### config.mk
export PLATFORM = sky130hd
export DESIGN_NAME = bcd_updown_counter
export DESIGN_NICKNAME = d
export VERILOG_FILES = /design/src/rtl/seg_counter_pkg.sv /design/src/rtl/bcd_digit_step.sv /design/src/rtl/bcd_updown_counter.sv
export SDC_FILE = /design/constraint.sdc
export NUM_CORES = 1
export LEC_CHECK = 0
export ABC_AREA = 0
export CAP_MARGIN = 15
export CORE_ASPECT_RATIO = 0.8
export CORE_MARGIN = 3
export CORE_UTILIZATION = 40
export CTS_CLUSTER_DIAMETER = 150
export DETAILED_ROUTE_END_ITERATION = 16
export SYNTH_ARGS = -nofsm -noshare
export SYNTH_HDL_FRONTEND = slang
export SYNTH_SLANG_ARGS = --single-unit
### constraint.sdc
create_clock -name Clock -period 3.85 [get_ports Clock]
set_input_delay 0.9625 -clock Clock [delete_from_list [all_inputs] [get_ports Clock]]
set_output_delay 0.9625 -clock Clock [all_outputs]
set_load 0.1 [all_outputs]
### src/rtl/seg_counter_pkg.sv
`default_nettype none
// ============================================================================
// Module      : seg_counter_pkg
// Description : Shared seven-segment patterns (active-low, gfedcba) and the
//               BCD-digit-to-segment encoder used by the display counter.
// Revision    : 1.0 - initial release
// ============================================================================
package seg_counter_pkg;

  localparam logic [6:0] SEG_0     = 7'b1000000;
  localparam logic [6:0] SEG_1     = 7'b1111001;
  localparam logic [6:0] SEG_2     = 7'b0100100;
  localparam logic [6:0] SEG_3     = 7'b0110000;
  localparam logic [6:0] SEG_4     = 7'b0011001;
  localparam logic [6:0] SEG_5     = 7'b0010010;
  localparam logic [6:0] SEG_6     = 7'b0000010;
  localparam logic [6:0] SEG_7     = 7'b1111000;
  localparam logic [6:0] SEG_8     = 7'b0000000;
  localparam logic [6:0] SEG_9     = 7'b0010000;
  localparam logic [6:0] SEG_BLANK = 7'b1111111;

  // Non-BCD nibbles cannot occur in the counter; they map to blank anyway.
  function automatic logic [6:0] seg_encode(input logic [3:0] digit);
    logic [6:0] seg;
    case (digit)
      4'd0:    seg = SEG_0;
      4'd1:    seg = SEG_1;
      4'd2:    seg = SEG_2;
      4'd3:    seg = SEG_3;
      4'd4:    seg = SEG_4;
      4'd5:    seg = SEG_5;
      4'd6:    seg = SEG_6;
      4'd7:    seg = SEG_7;
      4'd8:    seg = SEG_8;
      4'd9:    seg = SEG_9;
      default: seg = SEG_BLANK;
    endcase
    return seg;
  endfunction

endpackage
`default_nettype wire

### src/rtl/bcd_digit_step.sv
`default_nettype none
// ============================================================================
// Module      : bcd_digit_step
// Description : One BCD digit of an up/down ripple counter. With carry_in
//               set the digit steps by one in the chosen direction; a 9->0
//               (up) or 0->9 (down) roll produces carry_out for the next digit.
// Revision    : 1.0 - initial release
// ============================================================================
module bcd_digit_step (
  input  logic [3:0] digit,
  input  logic       up,
  input  logic       carry_in,
  output logic [3:0] next_digit,
  output logic       carry_out
);

  // Per-digit increment/decrement with roll-over carry/borrow.
  always_comb begin
    next_digit = digit;
    carry_out  = 1'b0;
    if (carry_in) begin
      if (up) begin
        if (digit >= 4'd9) begin
          next_digit = 4'd0;
          carry_out  = 1'b1;
        end else begin
          next_digit = digit + 4'd1;
        end
      end else begin
        if (digit == 4'd0) begin
          next_digit = 4'd9;
          carry_out  = 1'b1;
        end else begin
          next_digit = digit - 4'd1;
        end
      end
    end
  end

endmodule
`default_nettype wire

### src/rtl/bcd_updown_counter.sv
`default_nettype none
// ============================================================================
// Module      : bcd_updown_counter
// Description : Multi-digit BCD up/down counter with modulus MAX_VALUE+1,
//               internal step divider and registered seven-segment outputs.
//               Optional macro SEG_LEADING_BLANK_EN blanks leading zero
//               digits above digit 0 on the display (Value is unaffected).
// Revision    : 1.0 - initial release
// ============================================================================
module bcd_updown_counter
  import seg_counter_pkg::*;
#(
  parameter int DIV_COUNT = 25000000,
  parameter int DIGITS    = 2,
  parameter int MAX_VALUE = 59
) (
  input  logic                  Clock,
  input  logic                  Reset,
  input  logic                  In,
  input  logic                  Enable,
  input  logic                  Clear,
  output logic [4*DIGITS-1:0]   Value,
  output logic [7*DIGITS-1:0]   Out,
  output logic                  Tick,
  output logic                  Wrap
);

  localparam int              DIV_W    = (DIV_COUNT > 2) ? $clog2(DIV_COUNT) : 1;
  localparam logic [DIV_W-1:0] DIV_LAST = DIV_W'(DIV_COUNT - 1);

  // Binary-to-BCD conversion of the modulus limit, evaluated at elaboration.
  function automatic logic [4*DIGITS-1:0] to_bcd(input int v);
    logic [4*DIGITS-1:0] b;
    int                  r;
    b = '0;
    r = v;
    for (int k = 0; k < DIGITS; k++) begin
      b[4*k +: 4] = 4'(r % 10);
      r           = r / 10;
    end
    return b;
  endfunction

  localparam logic [4*DIGITS-1:0] MAX_BCD = to_bcd(MAX_VALUE);

  // Segment image of a whole BCD value, with optional leading-zero blanking.
  function automatic logic [7*DIGITS-1:0] encode_display(input logic [4*DIGITS-1:0] v);
    logic [7*DIGITS-1:0] seg;
`ifdef SEG_LEADING_BLANK_EN
    logic                zero_above;
    zero_above = 1'b1;
`endif
    seg = '0;
    for (int k = DIGITS - 1; k >= 0; k--) begin
      seg[7*k +: 7] = seg_encode(v[4*k +: 4]);
`ifdef SEG_LEADING_BLANK_EN
      zero_above = zero_above & (v[4*k +: 4] == 4'd0);
      if ((k != 0) && zero_above) begin
        seg[7*k +: 7] = SEG_BLANK;
      end
`endif
    end
    return seg;
  endfunction

  logic [DIV_W-1:0]    div_q,   div_d;
  logic [4*DIGITS-1:0] value_q, value_d;
  logic [7*DIGITS-1:0] out_q,   out_d;
  logic                wrap_q,  wrap_d;

  logic                step_up;
  logic                wrap_cond;
  logic [4*DIGITS-1:0] stepped;
  logic [DIGITS-1:0]   carry_out;

  assign step_up = ~In;
  assign Tick    = Enable & (div_q == DIV_LAST);

  // Ripple chain: digit 0 always steps, higher digits step on carry/borrow.
  for (genvar k = 0; k < DIGITS; k++) begin : g_digit
    logic cin;
    if (k == 0) begin : g_first
      assign cin = 1'b1;
    end else begin : g_rest
      assign cin = carry_out[k-1];
    end
    bcd_digit_step u_step (
      .digit      (value_q[4*k +: 4]),
      .up         (step_up),
      .carry_in   (cin),
      .next_digit (stepped[4*k +: 4]),
      .carry_out  (carry_out[k])
    );
  end

  // Going down, a borrow out of the top digit means the value was 0.
  assign wrap_cond = step_up ? (value_q == MAX_BCD) : carry_out[DIGITS-1];

  // Next-state: divider, count with modulus wrap, wrap pulse, display image.
  always_comb begin
    div_d   = div_q;
    value_d = value_q;
    wrap_d  = 1'b0;
    out_d   = encode_display(value_q);

    if (!Enable || Clear || (div_q == DIV_LAST)) begin
      div_d = '0;
    end else begin
      div_d = div_q + DIV_W'(1);
    end

    if (Clear) begin
      value_d = '0;
    end else if (Tick) begin
      if (wrap_cond) begin
        value_d = step_up ? '0 : MAX_BCD;
        wrap_d  = 1'b1;
      end else begin
        value_d = stepped;
      end
    end
  end

  // State registers with asynchronous reset.
  always_ff @(posedge Clock or posedge Reset) begin
    if (Reset) begin
      div_q   <= '0;
      value_q <= '0;
      wrap_q  <= 1'b0;
      out_q   <= encode_display('0);
    end else begin
      div_q   <= div_d;
      value_q <= value_d;
      wrap_q  <= wrap_d;
      out_q   <= out_d;
    end
  end

  assign Value = value_q;
  assign Out   = out_q;
  assign Wrap  = wrap_q;

endmodule
`default_nettype wire

## After elaboration in Yosys (flattened, before gate mapping)

Memories as Yosys holds them, arrays and structs flattened. A register that Yosys moved wholly into a read port is not among the register bits.
Index checks and enable logic that the tools add are counted.

- Order comparisons: 2
- Shift operators: 0
- Equal/unequal tests: 2
- Bitwise logic cells: 1
- Multipliers: 0
- Reductions and logical operators: 8
- Div/mod/pow operators: 0
- Add/subtract/negate cells: 5
- Multiplexer cells: 21

Operators with widths:

| kind | count |
|---|---|
| 2-to-1 mux 4 bit | 7 |
| adder 25 x 1 -> 25 bit (second input constant) | 1 |
| == test 25 bit (second input constant) | 1 |
| 2-to-1 mux 25 bit | 1 |
| 2-to-1 mux 8 bit | 3 |
| 2-to-1 mux 1 bit | 9 |
| adder 4 x 1 -> 4 bit (second input constant) | 2 |
| == test 8 x 7 -> 1 bit (second input constant) | 1 |
| greater-or-equal comparator 4 bit (second input constant) | 2 |
| zero test 4 bit | 2 |
| subtractor 4 x 1 -> 4 bit (second input constant) | 2 |
| 2-to-1 mux 7 bit | 1 |
| nonzero test 3 bit | 1 |
| logical OR 1 bit | 2 |
| AND reduction 2 bit | 1 |
| nonzero test 2 bit | 1 |
| AND 1 bit | 1 |
| zero test 1 bit | 1 |

- Bits in writable memories: 0
- Latch bits: 0
- Output and inout bits: 24
- ROM bits: 224
- Word-level logic and storage cells: 45
- Flip-flop bits (word level): 34
- Memories: 2

Memory list:

| name | words | width | rd ports | clocked after memory_dff | write ports | RTL line | text |
|---|---|---|---|---|---|---|---|
| (name not given) | 16 | 7 | 1 | 1 | 0 | seg_counter_pkg.sv:25 | `case (digit)` |
| (name not given) | 16 | 7 | 1 | 1 | 0 | seg_counter_pkg.sv:25 |  |

## Longest topological paths before layout

Gate-level depths: netlist of the first run.

- Depth in word-level cells: 8
- Mapped depth: 7
- Gate-level depth less buffers: 7

## Modules after synthesis

A second synthesis of the first run with hierarchy kept.

- Cell total of the unflattened synthesis: 350
- Area, all modules: 3194.3 µm²

By module, submodules not included:

| module | seq. area each (µm²) | cells each | instances | area each (µm²) |
|---|---|---|---|---|
| bcd_updown_counter | 1203.7 | 274 | 1 | 2613.8 |
| bcd_digit_step | 0.0 | 38 | 2 | 290.3 |

## Worst setup path after synthesis of the first run

No wires, ideal clock.

- Path type: reg2out
- From: register div_q[9]
- To: output Tick
- Required time: 2888 ps
- Arrival: 1884 ps
- Setup slack: 1003 ps
- Stages on the path, launching flop included: 5
- Buffers on the path: 0
- Cell sequence: dfrtp_1 > nor4_1 > nand3b_1 > nor4_2 > and2_1

- Cells in the longest elaborated chain, start to end: 2

RTL lines:

| element | RTL line | text |
|---|---|---|
| from (decl) | bcd_updown_counter.sv:66 | `logic [DIV_W-1:0] div_q, div_d;` |
| from (signal assigned) | bcd_updown_counter.sv:132 | `div_q <= div_d;` |
| == test 25 bit | bcd_updown_counter.sv:77 | `assign Tick = Enable & (div_q == DIV_LAST);` |
| AND 1 bit | bcd_updown_counter.sv:77 |  |
| to (decl) | bcd_updown_counter.sv:24 | `output logic Tick,` |

Every way passes these cells.

## Worst setup path after layout of the first run

Same ends and word-level chain as after synthesis.

==> results.md, run 1 <==
* Outcome: completed
* CP Capture Point: Tick
* Setup crit start kind: flop
* P&R area growth vs syn at 14.00%
* Critical Path AT at 2.08 ns
* Synthesized area at 0.002796 sq mm
* Hold WS at 0.5225 ns
* Routed vias/inst at 5.266
* Total Nets Final at 331
* Worst IR Drop VDD at 0.1124 mV
* Core area at 0.006571 sq mm
* N_diodes at 0
* RSZ-0062 raised after global routing: false
* Placer's final routability congestion estimate at 0.7910
* FILL cells at 648
* Vias at 2096
* Clock latency on the worst-skew pair at 0.30 ns
* Clock root buffer: clkbuf_8
* Post-DP HPWL at 4056 um
* Switching power at 196.4 uW
* Worst setup margin at 0.8035 ns
* Die height at 80.79 um
* Layout Skew at 0.01044 ns
* RR Startpoint: div_q[9]$_DFF_PP0_
* Syn avg cell area at 9.710 sq um
* CP required at 2.89 ns
* Fmax at 328.2 MHz
* Int Pwr at 659.5 uW
* Post-synthesis cell type count at 62
* Worst r2r path cells at 5
* Hold Violations, Final at 0
* GRT overflow at 0
* Rows at 26
* Vias in the first global route at 2013
* Largest net degree at the start of global routing at 37
* Die X at 99.48 um
* # IOs at 29
* Max cap viols at 0
* Clock sink count at 48
* Crit end category: output port
* H-tree depth at 2
* WL final at 5828 um
* Mux share of post-synthesis cell area at 0.01477
* Fraction of layout cells with a size suffix above 1 at 0.1306
* First-pass GRT wire length at 10110 um
* Full die area at 0.008036 sq mm
* Synth Area in Adders at 0.05817
* Switch share at 0.2295
* 1st-iter DRT viols at 64
* Flop pwr share at 0.591
* YS warnings at 0
* Hold_buf cts at 0
* Largest family of logic cells by synthesized area: simple AND/OR/NAND/NOR gates
* Initial antenna violation count at 0
* Port bufs at 28
* Fin crit share at 0.7913
* Post-route DRC at 0
* Remaining antenna violation count at 0
* CTS tree: done
* Clk pwr share at 0.371
* Post-Synth XOR/XNOR Area at 0.08456
* Minimum clock period at 3.046 ns
* Post-synthesis simple-gate area fraction at 0.2613
* Max-slew violations at 0
* Pwr/cell area at 268.5 mW/mm^2
* Hold path cells at 1
* Worst reg2reg endpoint: div_q[5]$_DFF_PP0_
* Worst-Margin Slew at 0.9764 ns
* Non-Filler Instances at 398
* Crit Path Max Fanout at 4
* Seq/Total Area, Yosys at 0.4304
* Max_slew headroom at 0.3470
* Worst-path clk slew at 0.09 ns
* Crit path from: div_q[9]$_DFF_PP0_
* Placed insts at 390
* Gr usage total at 0.1564
* Longest Clk Path Bufs at 2
* CTS Buf Count at 5
* Setup slack, reg-to-reg at 1.44 ns
* #FFs+latches synth at 48
* Post-placement setup slack at 0.9848 ns
* Initial Util at 0.4256
* Hold Crit Start: div_q[0]$_DFF_PP0_
* Min-delay worst type: flop to flop
* Compound-Gate Fraction of Synth Area at 0.1065
* Crit Path Class: flop to output port
* Comb power frac at 0.038
* PostCTS Resize Cnt at 0
* LEAKAGE at 1.432 nW
* Cells after Synth at 288
* Final setup fails at 0
* WL per Instance at 14.64 um
* Fin Setup TNS at 0 ns
* First-pass detailed-route iteration total at 4
* Post-CTS Setup Bufs at 0
* Net Count, Synth at 306
worst max-delay path: stages, from the launching register on:
cell	delay, ns
dfrtp_1	0.44
nor4_1	0.32
nand3b_1	0.13
nor4_2	0.43
and2_1	0.19
buf_4	0.28
cell usage in the layout (no fill, tap or decap), types with 2 or more instances in the layout:
cell type	count
a211o_2	2
a21oi_1	13
a31oi_1	4
and2_1	2
and3_1	5
and4_1	2
buf_4	9
clkbuf_8	6
clkdlybuf4s50_1	20
dfrtp_1	46
dfstp_2	2
ha_1	13
inv_1	11
mux2i_1	3
nand2_1	24
nand2b_1	4
nand3_1	17
nand4_1	2
nor2_1	43
nor4_1	2
nor4_4	3
nor4b_1	2
o21ai_0	9
o2bb2ai_1	3
or2_2	3
or3b_2	2
xnor2_1	7
xor2_1	20
per-layer routing:
metal  wire length, um  vias up  track usage
li1                  -     1040            -
met1              2984     1013       0.2366
met2              2546       39       0.2292
met3               256        4      0.03090
met4                40        0      0.03683
met5                 0        -            0
cell type report:
| class | count | area (sq um) | area share |
|---|---|---|---|
| Inverter | 13 | 48.80 | 0.01531 |
| Clock buffer | 7 | 86.33 | 0.02708 |
| Clock inverter | 1 | 7.507 | 0.002355 |
| Multi-Input combinational cell | 216 | 1469 | 0.4608 |
| Tap cell | 84 | 105.1 | 0.03297 |
| Timing Repair Buffer | 29 | 267.8 | 0.08399 |
| Sequential cell | 48 | 1204 | 0.3775 |
sequential cells by signal (all words and copies together) (netlist names):
name,cells
div_q,25
Out,14
Value,8
Wrap,1
power by group through the flow:
stage,Sequential [mW],Combinational (mW),Clock [mW]
global route,0.506,0.0379,0.348
finish,0.506,0.0327,0.317
CTS,0.506,0.0338,0.329
global placement,0.516,0.0331,0
detailed placement,0.516,0.0338,0
floorplan,0.516,0.0242,0
cells by family (layout without fill, tap and decap cells):
family | count (synthesis) | count (layout)
AOI/OAI and AO/OA | 45 | 45
xor gates and xnor gates | 27 | 27
adders and majority gates | 13 | 13
buffers and inverters | 24 | 50
DFF | 48 | 48
muxes | 4 | 4
and+or+nand+nor | 127 | 127
cell usage after synthesis, drive strengths merged:
| cell type | count | share of area |
|---|---|---|
| o21a | 1 | 0.0027 |
| dfstp | 2 | 0.019 |
| ha | 13 | 0.058 |
| or4 | 1 | 0.0040 |
| clkinv | 1 | 0.0013 |
| clkbuf | 4 | 0.0067 |
| a32oi | 1 | 0.0031 |
| or2 | 3 | 0.0067 |
| nor4 | 6 | 0.032 |
| a2bb2oi | 1 | 0.0031 |
| nand3 | 18 | 0.037 |
| nor3 | 1 | 0.0018 |
| and3 | 6 | 0.015 |
| o21ai | 11 | 0.021 |
| o32ai | 1 | 0.0031 |
| or2b | 1 | 0.0027 |
| nor3b | 2 | 0.0072 |
| nand2 | 25 | 0.036 |
| or3b | 3 | 0.0094 |
| nand3b | 1 | 0.0027 |
| xor2 | 20 | 0.063 |
| a31o | 2 | 0.0063 |
| a21boi | 1 | 0.0027 |
| mux2 | 1 | 0.0040 |
| nor4b | 2 | 0.0063 |
| nor2b | 1 | 0.0022 |
| nor2 | 43 | 0.058 |
| a41o | 1 | 0.0036 |
| o211ai | 1 | 0.0027 |
| nand2b | 5 | 0.014 |
| a21oi | 13 | 0.023 |
| o2bb2ai | 3 | 0.0094 |
| nand4b | 1 | 0.0031 |
| and2 | 2 | 0.0045 |
| nand4 | 3 | 0.0089 |
| a221oi | 1 | 0.0031 |
| a211o | 3 | 0.010 |
| a31oi | 4 | 0.0089 |
| o311ai | 1 | 0.0031 |
| and4 | 3 | 0.010 |
| mux2i | 3 | 0.011 |
| inv | 12 | 0.016 |
| xnor2 | 7 | 0.022 |
| buf | 7 | 0.020 |
| dfrtp | 46 | 0.41 |
through the flow:
stage,power (mW),instance area (sq um),util
3_3_place_gp,0.5491,3094,0.4709
3_5_place_dp,0.5498,3094,0.4709
6_report,0.8560,3188,0.4851
5_1_grt,0.8921,3188,0.4851
2_1_floorplan,0.5399,2796,-
4_1_cts,0.8687,3188,0.4851
worst min-delay path by stage:
stage                     slack [ns]            endpoint
after floorplan                 0.47  div_q[0]$_DFF_PP0_
after global placement          0.51  div_q[0]$_DFF_PP0_
after detailed placement        0.51  div_q[0]$_DFF_PP0_
after CTS                       0.53  div_q[0]$_DFF_PP0_
after global routing            0.58  div_q[0]$_DFF_PP0_
final                           0.52  div_q[0]$_DFF_PP0_
No activity file was read; power rests on OpenSTA's default activity.
==> run 2: changes to the inputs <==
==> constraint.sdc (replaced) <==
create_clock -name Clock -period 2.4 [get_ports Clock]
set_input_delay 0.6 -clock Clock [delete_from_list [all_inputs] [get_ports Clock]]
set_output_delay 0.6 -clock Clock [all_outputs]
set_load 0.1 [all_outputs]
==> run 2 against run 1 <==
Worst hold slack improved by 0.029 ns. Design area rose by 4.5%. First-iteration DRC count rose by 20%. Non-clock buffer count rose by 11. Sequential share of layout area fell by 1.4 points. Highest routed layer unchanged.
==> results.md, run 2 (synthesized netlist as in run 1, its figures left out) <==
* Fin crit share at 0.9814
* Max-slew violations at 0
* Critical path buffers and inverters at 1
* Initial antenna violation count at 0
* WL per Instance at 14.41 um
* Most frequent cells in the layout: nor2_1, dfrtp_1, buf_4, nand2_1, xor2_1
* Pwr/cell area at 435.5 mW/mm^2
* LEAKAGE at 1.552 nW
* Clock sink count at 48
* Crit end category: output port
* Setup crit start kind: flop
* Crit Path Max Fanout at 5
* Hold WS at 0.5514 ns
* First-pass detailed-route iteration total at 4
* N_diodes at 0
* Worst-Margin Slew at 0.5831 ns
* Rows at 26
* Initial Util at 0.4256
* Crit Path Class: flop to output port
* Final non-filler cell area at 0.003331 sq mm
* Max_slew headroom at 0.6083
* First-pass GRT wire length at 10380 um
* Final setup fails at 0
* Port bufs at 28
* Slowest stage cell, crit path: dfrtp_1
* Worst IR Drop VDD at 0.2261 mV
* Layout Skew at 0.01630 ns
* Max cap viols at 0
* Largest net degree at the start of global routing at 30
* Commonest non-fill, non-tap cell in the layout: nor2_1
* Clock root buffer: clkbuf_8
* Reg with most FFs: div_q
* Vias at 2115
* P&R area growth vs syn at 19.10%
* Max reg flops at 25
* Hold Violations, Final at 0
* Max incr delay on CP at 0.41 ns
* Placed Area at 0.003171 sq mm
* CP required at 1.80 ns
* Clock latency on the worst-skew pair at 0.31 ns
* Die height at 80.79 um
* Post-DP HPWL at 4155 um
* Longest Clk Path Bufs at 2
* Min-delay worst type: flop to flop
* RSZ-0062 raised after global routing: true
* Placer's final routability congestion estimate at 0.7896
* Total Nets Final at 342
* Crit-path cells: and4_1 > nand2_1 > nor4_4 > and2_4 > buf_12
* Post-route DRC at 0
* Final Power at 1.450 mW
* H-tree depth at 2
* Gr usage total at 0.1621
* Non-Filler Instances at 409
* 1st-iter DRT viols at 77
* Crit path max-delay family: simple AND/OR/NAND/NOR gates
* Post-placement setup slack at 0.1321 ns
* Vias in the first global route at 2082
* Die X at 99.48 um
* Core area at 0.006571 sq mm
* Fmax at 424.6 MHz
* Full die area at 0.008036 sq mm
* Placed insts at 398
* Worst setup margin at 0.04463 ns
* Remaining antenna violation count at 0
* Fraction of layout cells with a size suffix above 1 at 0.2338
* Worst-path clk slew at 0.10 ns
* Routed vias/inst at 5.171
* GRT overflow at 0
* # IOs at 29
* Minimum clock period at 2.355 ns
* Critical Path AT at 1.76 ns
* CTS tree: done
* Outcome: completed
* CTS Buf Count at 5
* FILL cells at 610
* WL final at 5894 um
-- run 2: worst register-to-register path: cells and delay by family, from the launching register on --
kind            cells  cell delay (ns)
simple gates        2             0.57
fa+ha+maj           1             0.24
flops               1             0.47
compound gates      3             0.56
buf+inv             1             0.15
-- run 2: what timing repair did --
item | 4_1_cts | 5_1_grt
hold endpoints to repair | 0 | 0
hold buffers | 0 | 0
setup endpoints to repair | 1 | 1
pin swaps | 1 | 1
resized for setup | 5 | 1
buffers inserted | 3 | 0
-- run 2: area by class of cell --
| class | count | area [sq um] | share of cell area |
|---|---|---|---|
| multi-input combinational | 216 | 1499 | 0.4500 |
| sequential | 48 | 1210 | 0.3633 |
| timing repair buffer | 40 | 360.3 | 0.1082 |
| tap | 84 | 105.1 | 0.03156 |
| clock buffer | 6 | 72.57 | 0.02179 |
| inverter | 13 | 48.80 | 0.01465 |
| clock inverter | 2 | 35.03 | 0.01052 |
-- run 2: path summary, 6_finish.rpt --
kind                                        end  cells after the start                 start  slack, ns
setup / recovery                           Tick                      5   div_q[12]$_DFF_PP0_       0.04
hold / removal              div_q[16]$_DFF_PP0_                      2   div_q[16]$_DFF_PP0_       0.55
setup reg to reg           Value[4]$_DFFE_PP0P_                      7  Value[0]$_DFFE_PP0P_       0.32
hold reg to reg             div_q[16]$_DFF_PP0_                      2   div_q[16]$_DFF_PP0_       0.55
max in group asynchronous    div_q[6]$_DFF_PP0_                      3                 Reset       1.24
min in group asynchronous  Value[7]$_DFFE_PP0P_                      2                 Reset       0.62
-- run 2: power breakdown --
part           internal (mW)  switching [mW]
registers              0.810         0.00268
logic                 0.0198          0.0401
clock network          0.310           0.269
total                   1.14           0.311
-- run 2: stage by stage --
stage                 util  TNS, ns
floorplan                -        0
global placement    0.4825        0
detailed placement  0.4825        0
CTS                 0.5067        0
global route        0.5069  -0.1149
finish              0.5069        0
-- run 2: layer usage --
metal  GRT usage  vias up  wire length (um)
met5           0        -                 0
met4     0.04093        0                47
met3     0.03948        4               198
met2      0.2547       33              2769
met1      0.2262     1010              2879
li1            -     1068                 -
==> run 3: changes to the inputs <==
--- a/config.mk
+++ b/config.mk
@@ -12,6 +12,7 @@
 export CORE_UTILIZATION = 40
 export CTS_CLUSTER_DIAMETER = 150
 export DETAILED_ROUTE_END_ITERATION = 16
+export SKIP_LAST_GASP = 1
 export SYNTH_ARGS = -nofsm -noshare
 export SYNTH_HDL_FRONTEND = slang
 export SYNTH_SLANG_ARGS = --single-unit
==> results of run 3 <==
Same layout as run 2: the final DEF is identical, and so are final timing and power.
